### config.mk
export PLATFORM = sky130hd
export DESIGN_NAME = multicycle_control
export DESIGN_NICKNAME = d
export VERILOG_FILES = /design/src/rtl/riscv_ctl_pkg.sv /design/src/rtl/mem_wait_timer.sv /design/src/rtl/multicycle_control.sv
export SDC_FILE = /design/constraint.sdc
export NUM_CORES = 1
export LEC_CHECK = 0
export CAP_MARGIN = 20
export CORE_MARGIN = 2
export CORE_UTILIZATION = 40
export DETAILED_ROUTE_END_ITERATION = 16
export PLACE_DENSITY = 0.74
export SETUP_SLACK_MARGIN = 0.5
export SLEW_MARGIN = 15
export SYNTH_ARGS = -nofsm -noshare
export SYNTH_HDL_FRONTEND = slang
export SYNTH_SLANG_ARGS = --single-unit
### constraint.sdc
create_clock -name clock -period 2.8 [get_ports clock]
set_input_delay 0.7 -clock clock [delete_from_list [all_inputs] [get_ports clock]]
set_output_delay 0.7 -clock clock [all_outputs]
set_load 0.03 [all_outputs]
### src/rtl/riscv_ctl_pkg.sv
// Shared encodings for the SiMPLE controllers: RV32I opcodes, datapath select
// values and the multi-cycle controller state type.
package riscv_ctl_pkg;

  localparam logic [6:0] OPCODE_LOAD     = 7'b0000011;
  localparam logic [6:0] OPCODE_MISC_MEM = 7'b0001111;
  localparam logic [6:0] OPCODE_OP_IMM   = 7'b0010011;
  localparam logic [6:0] OPCODE_AUIPC    = 7'b0010111;
  localparam logic [6:0] OPCODE_STORE    = 7'b0100011;
  localparam logic [6:0] OPCODE_OP       = 7'b0110011;
  localparam logic [6:0] OPCODE_LUI      = 7'b0110111;
  localparam logic [6:0] OPCODE_BRANCH   = 7'b1100011;
  localparam logic [6:0] OPCODE_JALR     = 7'b1100111;
  localparam logic [6:0] OPCODE_JAL      = 7'b1101111;

  localparam logic [6:0] FUNCT7_MULDIV   = 7'b0000001;

  localparam logic [1:0] NEXT_PC_PC4     = 2'd0;
  localparam logic [1:0] NEXT_PC_PC_IMM  = 2'd1;
  localparam logic [1:0] NEXT_PC_RS1_IMM = 2'd2;

  localparam logic ALU_A_RS1 = 1'b0;
  localparam logic ALU_A_PC  = 1'b1;
  localparam logic ALU_B_RS2 = 1'b0;
  localparam logic ALU_B_IMM = 1'b1;

  localparam logic [1:0] ALU_ADD    = 2'd0;
  localparam logic [1:0] ALU_OP     = 2'd1;
  localparam logic [1:0] ALU_OP_IMM = 2'd2;
  localparam logic [1:0] ALU_BRANCH = 2'd3;

  localparam logic [2:0] WRITEBACK_ALU  = 3'd0;
  localparam logic [2:0] WRITEBACK_DATA = 3'd1;
  localparam logic [2:0] WRITEBACK_IMM  = 3'd2;
  localparam logic [2:0] WRITEBACK_PC4  = 3'd3;

  typedef enum logic [2:0] {
    ST_FETCH     = 3'd0,
    ST_DECODE    = 3'd1,
    ST_EXECUTE   = 3'd2,
    ST_MEM       = 3'd3,
    ST_WRITEBACK = 3'd4,
    ST_TRAP      = 3'd5
  } ctl_state_t;

  function automatic logic is_legal_opcode(input logic [6:0] opcode);
    case (opcode)
      OPCODE_LOAD, OPCODE_MISC_MEM, OPCODE_OP_IMM, OPCODE_AUIPC, OPCODE_STORE,
      OPCODE_OP, OPCODE_LUI, OPCODE_BRANCH, OPCODE_JALR, OPCODE_JAL:
        return 1'b1;
      default:
        return 1'b0;
    endcase
  endfunction

endpackage

### src/rtl/mem_wait_timer.sv
// Counts memory wait cycles since the last clear and flags when the
// configured limit is reached; a limit of 0 never expires.
module mem_wait_timer #(
  parameter int unsigned MEM_TIMEOUT = 16
) (
  input  logic clock,
  input  logic reset_n,
  input  logic clear,
  input  logic count_en,
  output logic expired
);

  localparam int unsigned CW = (MEM_TIMEOUT > 0) ? $clog2(MEM_TIMEOUT + 1) : 1;
  localparam logic [CW-1:0] LIMIT = CW'(MEM_TIMEOUT);

  logic [CW-1:0] count_q;
  logic [CW-1:0] count_d;

  // Saturate at the limit so a long stall cannot wrap back below it.
  always_comb begin
    count_d = count_q;
    if (clear) begin
      count_d = '0;
    end else if (count_en && (count_q != LIMIT)) begin
      count_d = count_q + CW'(1);
    end
  end

  always_ff @(posedge clock or negedge reset_n) begin
    if (!reset_n) begin
      count_q <= '0;
    end else begin
      count_q <= count_d;
    end
  end

  assign expired = (MEM_TIMEOUT != 0) && (count_q == LIMIT);

endmodule

### src/rtl/multicycle_control.sv
// Multi-cycle SiMPLE controller: sequences FETCH/DECODE/EXECUTE/MEM/WRITEBACK,
// waits on memory and M-extension ALU handshakes, and traps on faults.
module multicycle_control
  import riscv_ctl_pkg::*;
#(
  parameter int unsigned MEM_TIMEOUT   = 16,
  parameter int unsigned ENABLE_MULDIV = 1
) (
  input  logic       clock,
  input  logic       reset_n,
  input  logic [6:0] inst_opcode,
  input  logic [6:0] inst_funct7,
  input  logic       take_branch,
  input  logic       inst_mem_ready,
  input  logic       data_mem_ready,
  input  logic       alu_done,
  output logic       inst_mem_read_enable,
  output logic       ir_write_enable,
  output logic       pc_write_enable,
  output logic       regfile_write_enable,
  output logic       alu_operand_a_select,
  output logic       alu_operand_b_select,
  output logic [1:0] alu_op_type,
  output logic       alu_start,
  output logic       data_mem_read_enable,
  output logic       data_mem_write_enable,
  output logic [2:0] reg_writeback_select,
  output logic [1:0] next_pc_select,
  output logic       inst_retired,
  output logic       illegal_inst,
  output logic       bus_error,
  output logic       halted
);

  localparam logic MULDIV_ON = (ENABLE_MULDIV != 0);

  ctl_state_t state_q, state_d;
  logic illegal_q, illegal_d;
  logic bus_error_q, bus_error_d;
  logic alu_busy_q, alu_busy_d;

  logic timer_clear;
  logic timer_count_en;
  logic timer_expired;
  logic is_m_op;
  logic m_wait;

  assign is_m_op = (inst_opcode == OPCODE_OP) && (inst_funct7 == FUNCT7_MULDIV);
  assign m_wait  = MULDIV_ON && is_m_op;

  mem_wait_timer #(
    .MEM_TIMEOUT(MEM_TIMEOUT)
  ) u_mem_wait_timer (
    .clock   (clock),
    .reset_n (reset_n),
    .clear   (timer_clear),
    .count_en(timer_count_en),
    .expired (timer_expired)
  );

  // The counter restarts whenever a fresh memory wait state is entered.
  assign timer_clear = (state_d != state_q) &&
                       ((state_d == ST_FETCH) || (state_d == ST_MEM));

  always_comb begin
    state_d               = state_q;
    illegal_d             = illegal_q;
    bus_error_d           = bus_error_q;
    alu_busy_d            = 1'b0;
    timer_count_en        = 1'b0;
    inst_mem_read_enable  = 1'b0;
    ir_write_enable       = 1'b0;
    pc_write_enable       = 1'b0;
    regfile_write_enable  = 1'b0;
    alu_operand_a_select  = ALU_A_RS1;
    alu_operand_b_select  = ALU_B_RS2;
    alu_op_type           = ALU_ADD;
    alu_start             = 1'b0;
    data_mem_read_enable  = 1'b0;
    data_mem_write_enable = 1'b0;
    reg_writeback_select  = WRITEBACK_ALU;
    next_pc_select        = NEXT_PC_PC4;
    inst_retired          = 1'b0;

    case (state_q)
      ST_FETCH: begin
        inst_mem_read_enable = 1'b1;
        if (inst_mem_ready) begin
          ir_write_enable = 1'b1;
          state_d         = ST_DECODE;
        end else begin
          timer_count_en = 1'b1;
          if (timer_expired) begin
            state_d     = ST_TRAP;
            bus_error_d = 1'b1;
          end
        end
      end

      ST_DECODE: begin
        if (!is_legal_opcode(inst_opcode) || (is_m_op && !MULDIV_ON)) begin
          state_d   = ST_TRAP;
          illegal_d = 1'b1;
        end else begin
          state_d = ST_EXECUTE;
        end
      end

      ST_EXECUTE: begin
        case (inst_opcode)
          OPCODE_LOAD, OPCODE_STORE, OPCODE_JALR: begin
            alu_operand_b_select = ALU_B_IMM;
          end
          OPCODE_AUIPC, OPCODE_JAL: begin
            alu_operand_a_select = ALU_A_PC;
            alu_operand_b_select = ALU_B_IMM;
          end
          OPCODE_OP_IMM: begin
            alu_operand_b_select = ALU_B_IMM;
            alu_op_type          = ALU_OP_IMM;
          end
          OPCODE_OP:     alu_op_type = ALU_OP;
          OPCODE_BRANCH: alu_op_type = ALU_BRANCH;
          default: ;
        endcase

        // alu_busy_q marks the cycles after the start pulse of an M op.
        alu_start = m_wait && !alu_busy_q;
        if (m_wait && !alu_done) begin
          alu_busy_d = 1'b1;
        end else if ((inst_opcode == OPCODE_LOAD) || (inst_opcode == OPCODE_STORE)) begin
          state_d = ST_MEM;
        end else if ((inst_opcode == OPCODE_BRANCH) || (inst_opcode == OPCODE_MISC_MEM)) begin
          pc_write_enable = 1'b1;
          inst_retired    = 1'b1;
          state_d         = ST_FETCH;
        end else begin
          state_d = ST_WRITEBACK;
        end
      end

      ST_MEM: begin
        if (inst_opcode == OPCODE_LOAD) begin
          data_mem_read_enable = 1'b1;
        end else begin
          data_mem_write_enable = 1'b1;
        end
        if (data_mem_ready) begin
          if (inst_opcode == OPCODE_LOAD) begin
            state_d = ST_WRITEBACK;
          end else begin
            pc_write_enable = 1'b1;
            inst_retired    = 1'b1;
            state_d         = ST_FETCH;
          end
        end else begin
          timer_count_en = 1'b1;
          if (timer_expired) begin
            state_d     = ST_TRAP;
            bus_error_d = 1'b1;
          end
        end
      end

      ST_WRITEBACK: begin
        regfile_write_enable = 1'b1;
        pc_write_enable      = 1'b1;
        inst_retired         = 1'b1;
        state_d              = ST_FETCH;
        case (inst_opcode)
          OPCODE_LOAD:             reg_writeback_select = WRITEBACK_DATA;
          OPCODE_LUI:              reg_writeback_select = WRITEBACK_IMM;
          OPCODE_JAL, OPCODE_JALR: reg_writeback_select = WRITEBACK_PC4;
          default:                 reg_writeback_select = WRITEBACK_ALU;
        endcase
      end

      ST_TRAP: state_d = ST_TRAP;

      default: state_d = ST_TRAP;
    endcase

    if (pc_write_enable) begin
      case (inst_opcode)
        OPCODE_BRANCH: next_pc_select = take_branch ? NEXT_PC_PC_IMM : NEXT_PC_PC4;
        OPCODE_JALR:   next_pc_select = NEXT_PC_RS1_IMM;
        OPCODE_JAL:    next_pc_select = NEXT_PC_PC_IMM;
        default:       next_pc_select = NEXT_PC_PC4;
      endcase
    end
  end

  always_ff @(posedge clock or negedge reset_n) begin
    if (!reset_n) begin
      state_q     <= ST_FETCH;
      illegal_q   <= 1'b0;
      bus_error_q <= 1'b0;
      alu_busy_q  <= 1'b0;
    end else begin
      state_q     <= state_d;
      illegal_q   <= illegal_d;
      bus_error_q <= bus_error_d;
      alu_busy_q  <= alu_busy_d;
    end
  end

  assign illegal_inst = illegal_q;
  assign bus_error    = bus_error_q;
  assign halted       = (state_q == ST_TRAP);

endmodule

==> flow_summary.toml, run 1 <==
[place]
port_buffers = 38
post-dp-hpwl_mm = 3.44
pre_cts_ws_ps = -1070
dp_cells = 246
globalplace.congestion = 0.983

[synth]
synth_area_per_cell_um2 = 8.13
syn_inst = 147
yosysWarnings = 0
yosysUniqueCellTypes = 56
synthTopCellsByCount = "nand2_1 (13), dfrtp_1 (11), nor2_1 (11)"
synth_top_area_cell = "dfrtp_1"
syn_area_mm2 = 0.00119
ys_seq_area_frac = 0.230
synth_edf_count = 0
yosysMostFrequentCell = "nand2_1"
ys_seq_elements = 11
syn-num-nets = 169
synth_top_area_share = 0.230
synthArstFlopShare = 1.00
synthTopCellsByArea = "dfrtp_1 (23%), nand2_1 (4.1%), o2bb2ai_1 (3.7%)"
synth_ff_type = "dfrtp_1"

[clocking]
cts_root_buf = "clkbuf_4"
ctsHtreeMaxLevel = 1
ctsLongestPathBuffers = 2
cts_sinks = 11
cts_hold_buf = 0
cts_buffers = 3

[grt]
grt_remaining_overflow = 4
grt_max_degree = 12
grt_usage = 0.654

[floorplan]
die_y_um = 58.7
row_count = 19
ios = 40
initial_utilization = 0.426
die_w_um = 58.7

[run_status]
error_line = "[ERROR GRT-0232] Routing congestion too high. Check the congestion heatmap in the GUI."
status = "aborted with a tool error"
haltStage = "5_1_grt"

[sta]
worstEpCategory = "primary output"
crit_endpoint = "next_pc_select[0]"
==> routing by layer <==
layer | global-route usage | GRT overflow
met5 | 0.0952 | 0
met2 | 0.872 | 2
met1 | 0.643 | 0
met4 | 0.640 | 2
met3 | 0.459 | 0
==> what timing repair did <==
item / CTS
resized for setup: 156
pin swaps: 26
endpoints found under the setup margin: 27
setup buffers: 22
==> through the flow <==
| step | instance area [um^2] | TNS, ps | util |
|---|---|---|---|
| after floorplan | 1400 | -322 | - |
| after global placement | 2030 | -7400 | 0.723 |
| after detailed placement | 2030 | -8450 | 0.723 |
| after CTS | 2500 | -1290 | 0.893 |
==> cells by family after synthesis <==
| logic type | count (synthesis) | share of synthesized area |
|---|---|---|
| buffers and inverters | 19 | 0.0702 |
| adders and majority gates | 2 | 0.0209 |
| and+or+nand+nor | 61 | 0.330 |
| AOI/OAI and AO/OA | 47 | 0.300 |
| xor gates and xnor gates | 5 | 0.0366 |
| other | 1 | 0.00314 |
| muxes | 1 | 0.00942 |
| DFF | 11 | 0.230 |
==> inputs of run 2 (changes only) <==
--- a/config.mk
+++ b/config.mk
@@ -7,10 +7,9 @@
 export LEC_CHECK = 0
 export CAP_MARGIN = 20
 export CORE_MARGIN = 2
-export CORE_UTILIZATION = 40
+export CORE_UTILIZATION = 25
 export DETAILED_ROUTE_END_ITERATION = 16
-export PLACE_DENSITY = 0.74
-export SETUP_SLACK_MARGIN = 0.5
+export PLACE_DENSITY_LB_ADDON = 0.15
 export SLEW_MARGIN = 15
 export SYNTH_ARGS = -nofsm -noshare
 export SYNTH_HDL_FRONTEND = slang
==> constraint.sdc (replaced) <==
create_clock -name clock -period 3.65 [get_ports clock]
set_input_delay 0.9125 -clock clock [delete_from_list [all_inputs] [get_ports clock]]
set_output_delay 0.9125 -clock clock [all_outputs]
set_load 0.03 [all_outputs]
==> flow_summary.toml, run 2 <==
[place]
post-dp-hpwl_mm = 3.17
pre_cts_ws_ps = -899
placed_area_mm2 = 0.00182
dp_cells = 257
globalplace.congestion = 0.826
port_buffers = 38

[routing]
drt_iter0_markers = 67
dr_total_vias = 1448
drc_errors = 0
detail_route.first_pass.iterations = 4
ant_nets = 0
routed_wl_mm = 4.16
drt-vias-per-instance = 5.36
wire_per_inst_um = 15.4

[synth]
synthTopCellsByCount = "nand2_1 (13), dfrtp_1 (11), nor2_1 (11)"
ys_seq_area_frac = 0.230
synth_top_area_cell = "dfrtp_1"
synth_area_per_cell_um2 = 8.13
synth_edf_count = 0
ys_seq_elements = 11
synth_top_area_share = 0.230
syn_area_mm2 = 0.00119
yosysUniqueCellTypes = 56
yosysMostFrequentCell = "nand2_1"
syn-num-nets = 169
synth_ff_type = "dfrtp_1"
synthArstFlopShare = 1.00
syn_inst = 147
synthTopCellsByArea = "dfrtp_1 (23%), nand2_1 (4.1%), o2bb2ai_1 (3.7%)"
yosysWarnings = 0

[worst_setup_path]
cp.arrival_ps = 2650
worst_setup_path_start_kind = "input pin"
required_ps = 2740
critPathKind = "in2out"
endpoint_kind = "output pin"
path_max_fanout = 4

[floorplan]
initial_utilization = 0.256
ios = 40
row_count = 25
die_y_um = 73.1
core_area_mm2 = 0.00466
die_area_mm2 = 0.00535
die_w_um = 73.1

[sta]
slew_viol_final = 0
fin_ws_ps = 88.8
rsz0062_at_grt = "false"
worst_clock_skew_ps = 1.44
fmaxAchievable_mhz = 281
tightest_slew_ps = 645
finalSetupViolations = 0
relSlewSlack = 0.565
hold_violations = 0
period_needed_ps = 3560
fin_crit_sh = 0.976

[clocking]
cts_hold_buf = 0
clkTransAtPathRegs_ps = 60
worstSkewPairLatency_ps = 250
cts_tree = "done"
cts_sinks = 11
ctsHtreeMaxLevel = 1
cts_root_buf = "clkbuf_8"
ctsLongestPathBuffers = 2
cts_buffers = 3

[cells_and_area]
fill_cells = 465
reg_top3 = "u_mem_wait_timer.count_q: 5 flops, state_q: 3 flops"
final_common_cell = "buf_4"
top_register = "u_mem_wait_timer.count_q"
area_delta_synth_final_pct = 69.5
largest_register_ff_count = 5
final_util = 0.435
drive_above_1_share = 0.370
antenna_cells = 0
mostFrequentLayoutCells = "buf_4 (48), nand2_1 (13), clkdlybuf4s50_1 (12), nor2_1 (11), dfrtp_1 (11)"
finalNetCount = 239
instances_no_fill = 270
fin_area_mm2 = 0.00203

[power]
peakVddDrop_mv = 0.258
total_power_mw = 0.892
power_leakage_nw = 0.873
p_per_area_mw_per_mm2 = 440

[grt]
grt_util_met3 = 0.0152
grt_remaining_overflow = 0
antenna_found_initial = 0
grt-busiest-layer = "met2"
grt_max_degree = 13
grt_usage = 0.162
grt_pass1_wl_mm = 6.91
first_global_vias = 1425
gr-usage-met2 = 0.250
use_met1 = 0.235

[job]
cap_violations = 0

[worst_hold_path]
min_path_type = "reg2reg"

[run_status]
status = "completed"
## run 2: cell counts after synthesis
Identical to the previous run, type by type.
## run 2: logic make-up (layout without fill, tap and decap cells)
| group | after synthesis | in the layout | synth area share |
|---|---|---|---|
| fa+ha+maj | 2 | 2 | 0.0209 |
| other cells | 1 | 1 | 0.00314 |
| buf+inv | 19 | 88 | 0.0702 |
| xor+xnor | 5 | 5 | 0.0366 |
| mux | 1 | 1 | 0.00942 |
| simple gates | 61 | 61 | 0.330 |
| flops | 11 | 11 | 0.230 |
| compound gates | 47 | 47 | 0.300 |
## run 2: final timing paths
kind                                     startpoint                                      end  slack (ps)  cells after the start
max                                  inst_opcode[5]                        next_pc_select[0]          90                      7
min                        illegal_inst$_DFFE_PN0P_                 illegal_inst$_DFFE_PN0P_         460                      1
max reg2reg                    state_q[0]$_DFF_PN0_  u_mem_wait_timer.count_q[1]$_DFFE_PN0P_        1570                      5
min reg2reg                illegal_inst$_DFFE_PN0P_                 illegal_inst$_DFFE_PN0P_         460                      1
max in group asynchronous                   reset_n  u_mem_wait_timer.count_q[2]$_DFFE_PN0P_        2300                      1
min in group asynchronous                   reset_n                 illegal_inst$_DFFE_PN0P_        1010                      1
## run 2: critical path, stage by stage
cell and delay, ps:
dlygate4sd2_1 260, or4bb_1 510, a211oi_2 290, a221oi_2 100, buf_4 170, a2111oi_4 180, buf_4 210
## run 2: final cells by class
class	count	area, um^2	area share
Timing Repair Buffer	76	642	0.317
Sequential cell	11	275	0.136
Tap cell	54	67.6	0.0334
Clock inverter	1	5.00	0.00247
Inverter	8	30.0	0.0148
Multi-Input combinational cell	117	965	0.476
Clock buffer	3	41.3	0.0204
## run 2: routing by layer
layer,vias up,wire length (um)
met5,-,0
met4,0,60
met3,7,165
met2,35,1940
met1,698,2000
li1,708,-
## run 2: report_power, final
group          switching, mW  internal, mW  total [mW]
clock network         0.0559        0.0756       0.131
logic                  0.306         0.253       0.558
registers             0.0432         0.159       0.202
total                  0.405         0.487       0.892
## run 2: per-stage QoR
| stage | setup TNS (ps) | hold WS (ps) |
|---|---|---|
| after floorplan | -143 | 579 |
| after global placement | -3150 | 439 |
| after detailed placement | -3580 | 452 |
| after CTS | 0 | 463 |
| after global routing | 0 | 482 |
| final | 0 | 456 |
## run 2: timing repair
| action | in CTS | in global routing |
|---|---|---|
| pin swaps | 13 | 8 |
| gates resized for setup | 47 | 23 |
| setup buffers | 12 | 0 |
| endpoints found under the setup margin | 5 | 9 |
| hold endpoints to repair | 0 | 0 |
Note: power is estimated with default switching activity, not from simulation.
==> inputs of run 3 (changes only) <==
--- a/config.mk
+++ b/config.mk
@@ -13,4 +13,5 @@
 export SLEW_MARGIN = 15
 export SYNTH_ARGS = -nofsm -noshare
 export SYNTH_HDL_FRONTEND = slang
+export SYNTH_HIERARCHICAL = 1
 export SYNTH_SLANG_ARGS = --single-unit
==> flow_summary.toml, run 3 <==
[run_status]
status = "completed"

[worst_setup_path]
critPathKind = "in2out"
r2r_start = "u_mem_wait_timer/count_q[0]$_DFFE_PN0P_"
path_max_fanout = 4
path_cells = "clkdlybuf4s50_1, or2_2, nor3_1, nor2_1, clkdlybuf4s50_1"
crit_top_cell = "clkdlybuf4s50_1"
critPathMaxStageDelay_ps = 610
rr_endpoint = "u_mem_wait_timer/count_q[0]$_DFFE_PN0P_"
cp.arrival_ps = 2680
reg2reg_setup_slack_ps = 1560
reg2regPathDepth = 10
worst_setup_path_start_kind = "input pin"
endpoint_kind = "output pin"
crit_slowest_cell = "clkdlybuf4s50_1"
required_ps = 2740

[clocking]
clkTransAtPathRegs_ps = 50
ctsHtreeMaxLevel = 1
cts_hold_buf = 0
cts_sinks = 11
cts_tree = "done"
cts_buffers = 3
ctsLongestPathBuffers = 2
cts_root_buf = "clkbuf_8"
worstSkewPairLatency_ps = 240

[place]
post-dp-hpwl_mm = 2.59
pre_cts_ws_ps = -266
port_buffers = 38
globalplace.congestion = 0.825

[worst_hold_path]
min_to = "bus_error$_DFFE_PN0P_"
min-delay-start = "bus_error$_DFFE_PN0P_"
min_path_type = "reg2reg"
min_path_cells = 1

[cells_and_area]
reg_top3 = "u_mem_wait_timer/count_q: 5 flops, state_q: 3 flops"
antenna_cells = 0
finalNetCount = 210
mostFrequentLayoutCells = "buf_4 (29), clkdlybuf4s50_1 (22), nor2_1 (14), a21oi_1 (11), dfrtp_1 (11)"
top_register = "u_mem_wait_timer/count_q"
multi_input_area_um2 = 797
drive_above_1_share = 0.257
final_common_cell = "buf_4"
area_delta_synth_final_pct = 52.6
largest_register_ff_count = 5
fill_cells = 455
final-seq-area_um2 = 275

[power]
peakVddDrop_mv = 0.0898
p_per_area_mw_per_mm2 = 190
power_leakage_nw = 0.684

[routing]
wire_per_inst_um = 13.2
ant_nets = 0
routed_wl_mm = 3.15
drt_iter0_markers = 86
drc_errors = 0
detail_route.first_pass.iterations = 4
drt-vias-per-instance = 4.97
dr_total_vias = 1187

[grt]
grt_max_degree = 13
first_global_vias = 1179
grt_pass1_wl_mm = 5.47
grt_usage = 0.136
grt_remaining_overflow = 0
antenna_found_initial = 0

[synth]
ys_seq_area_frac = 0.251
syn_area_mm2 = 0.00110
synth_ff_type = "dfrtp_1"
synthTopCellsByArea = "dfrtp_1 (25%), a21oi_1 (5.0%), nor2_1 (4.8%)"
synth_top_area_share = 0.251
syn_inst = 137
yosysUniqueCellTypes = 51
ys_seq_elements = 11
synth_top_area_cell = "dfrtp_1"
syn-num-nets = 159
synthArstFlopShare = 1.00
synth_edf_count = 0
yosysWarnings = 6
synth_area_per_cell_um2 = 8.00
yosysMostFrequentCell = "nor2_1"
synthTopCellsByCount = "nor2_1 (14), a21oi_1 (11), dfrtp_1 (11)"

[job]
cap_violations = 0

[sta]
fin_ws_ps = 57.7
hold_violations = 0
relSlewSlack = 0.640
slew_viol_final = 0
fin_setup_tns_ps = 0
period_needed_ps = 3590
tightest_slew_ps = 538
finalSetupViolations = 0
worst_clock_skew_ps = 2.68
fin_crit_sh = 0.984
fmaxAchievable_mhz = 278
rsz0062_at_grt = "false"

[floorplan]
ios = 40
die_area_mm2 = 0.00493
row_count = 24
die_w_um = 70.2
core_area_mm2 = 0.00429
die_y_um = 70.2
initial_utilization = 0.255
[run 3: cell types whose count changed after synthesis, moves of 4 or more]
cell,before,now
a21oi_1,6,11
nor2b_1,1,7
o21ai_0,7,3
o2bb2ai_1,5,0
o31ai_1,5,1
xnor2_1,5,1
[run 3: worst max path at each step]
| stage | end | depth (start not counted) | slack [ps] | startpoint |
|---|---|---|---|---|
| 6_report | data_mem_write_enable | 5 | 60 | inst_opcode[4] |
| 5_1_grt | data_mem_write_enable | 5 | 5 | inst_opcode[4] |
| 4_1_cts | next_pc_select[0] | 6 | 5 | inst_opcode[2] |
| 3_5_place_dp | next_pc_select[0] | 6 | -270 | inst_opcode[5] |
| 3_3_place_gp | next_pc_select[0] | 6 | -140 | inst_opcode[5] |
| 2_1_floorplan | next_pc_select[1] | 5 | 40 | inst_opcode[2] |
[run 3: what timing repair did]
action	4_1_cts	5_1_grt
gates cloned	0	0
buffers inserted	1	0
resized for setup	12	3
pin swaps	4	2
setup endpoints to repair	5	4
[run 3: cells by family after synthesis]
kind of cell	Yosys count	synth area share
compound gates	29	0.188
xor+xnor	3	0.0240
fa+ha+maj	2	0.0228
buf+inv	14	0.0651
flops	11	0.251
mux	3	0.0285
other cells	1	0.00342
simple gates	74	0.417
[run 3: final cells by class]
| type | instances | area share |
|---|---|---|
| clock buffers | 4 | 0.0269 |
| inverters | 5 | 0.0112 |
| multi-input cells | 112 | 0.476 |
| flip-flops and latches | 11 | 0.165 |
| well taps | 52 | 0.0389 |
| repair buffers | 55 | 0.282 |
[run 3: worst max-delay path: cells and delay by family]
| family | cells | cell delay [ps] |
|---|---|---|
| buf+inv | 2 | 1060 |
| simple gates | 3 | 700 |
[run 3: per-layer routing]
layer | global-route usage | up-vias | routed length [um]
met2 | 0.232 | 34 | 1520
met5 | 0 | - | 0
met1 | 0.172 | 549 | 1440
li1 | - | 598 | -
met4 | 0.0513 | 0 | 61
met3 | 0.0231 | 6 | 136
[run 3: stage by stage]
| stage | std cells | hold slack, ps | util | power [mW] | instance area (um^2) |
|---|---|---|---|---|---|
| finish | 239 | 461 | 0.390 | 0.319 | 1670 |
| global route | 239 | 487 | 0.390 | 0.338 | 1670 |
| CTS | 239 | 469 | 0.388 | 0.321 | 1670 |
| detailed placement | 234 | 457 | 0.368 | 0.195 | 1580 |
| global placement | 234 | 453 | 0.368 | 0.195 | 1580 |
| floorplan | 137 | 505 | - | 0.156 | 1100 |
[run 3: power by group]
group          total (mW)  switching [mW]  internal [mW]
Combinational      0.0702          0.0333         0.0369
Clock               0.125          0.0477         0.0769
Sequential          0.124        0.000578          0.123
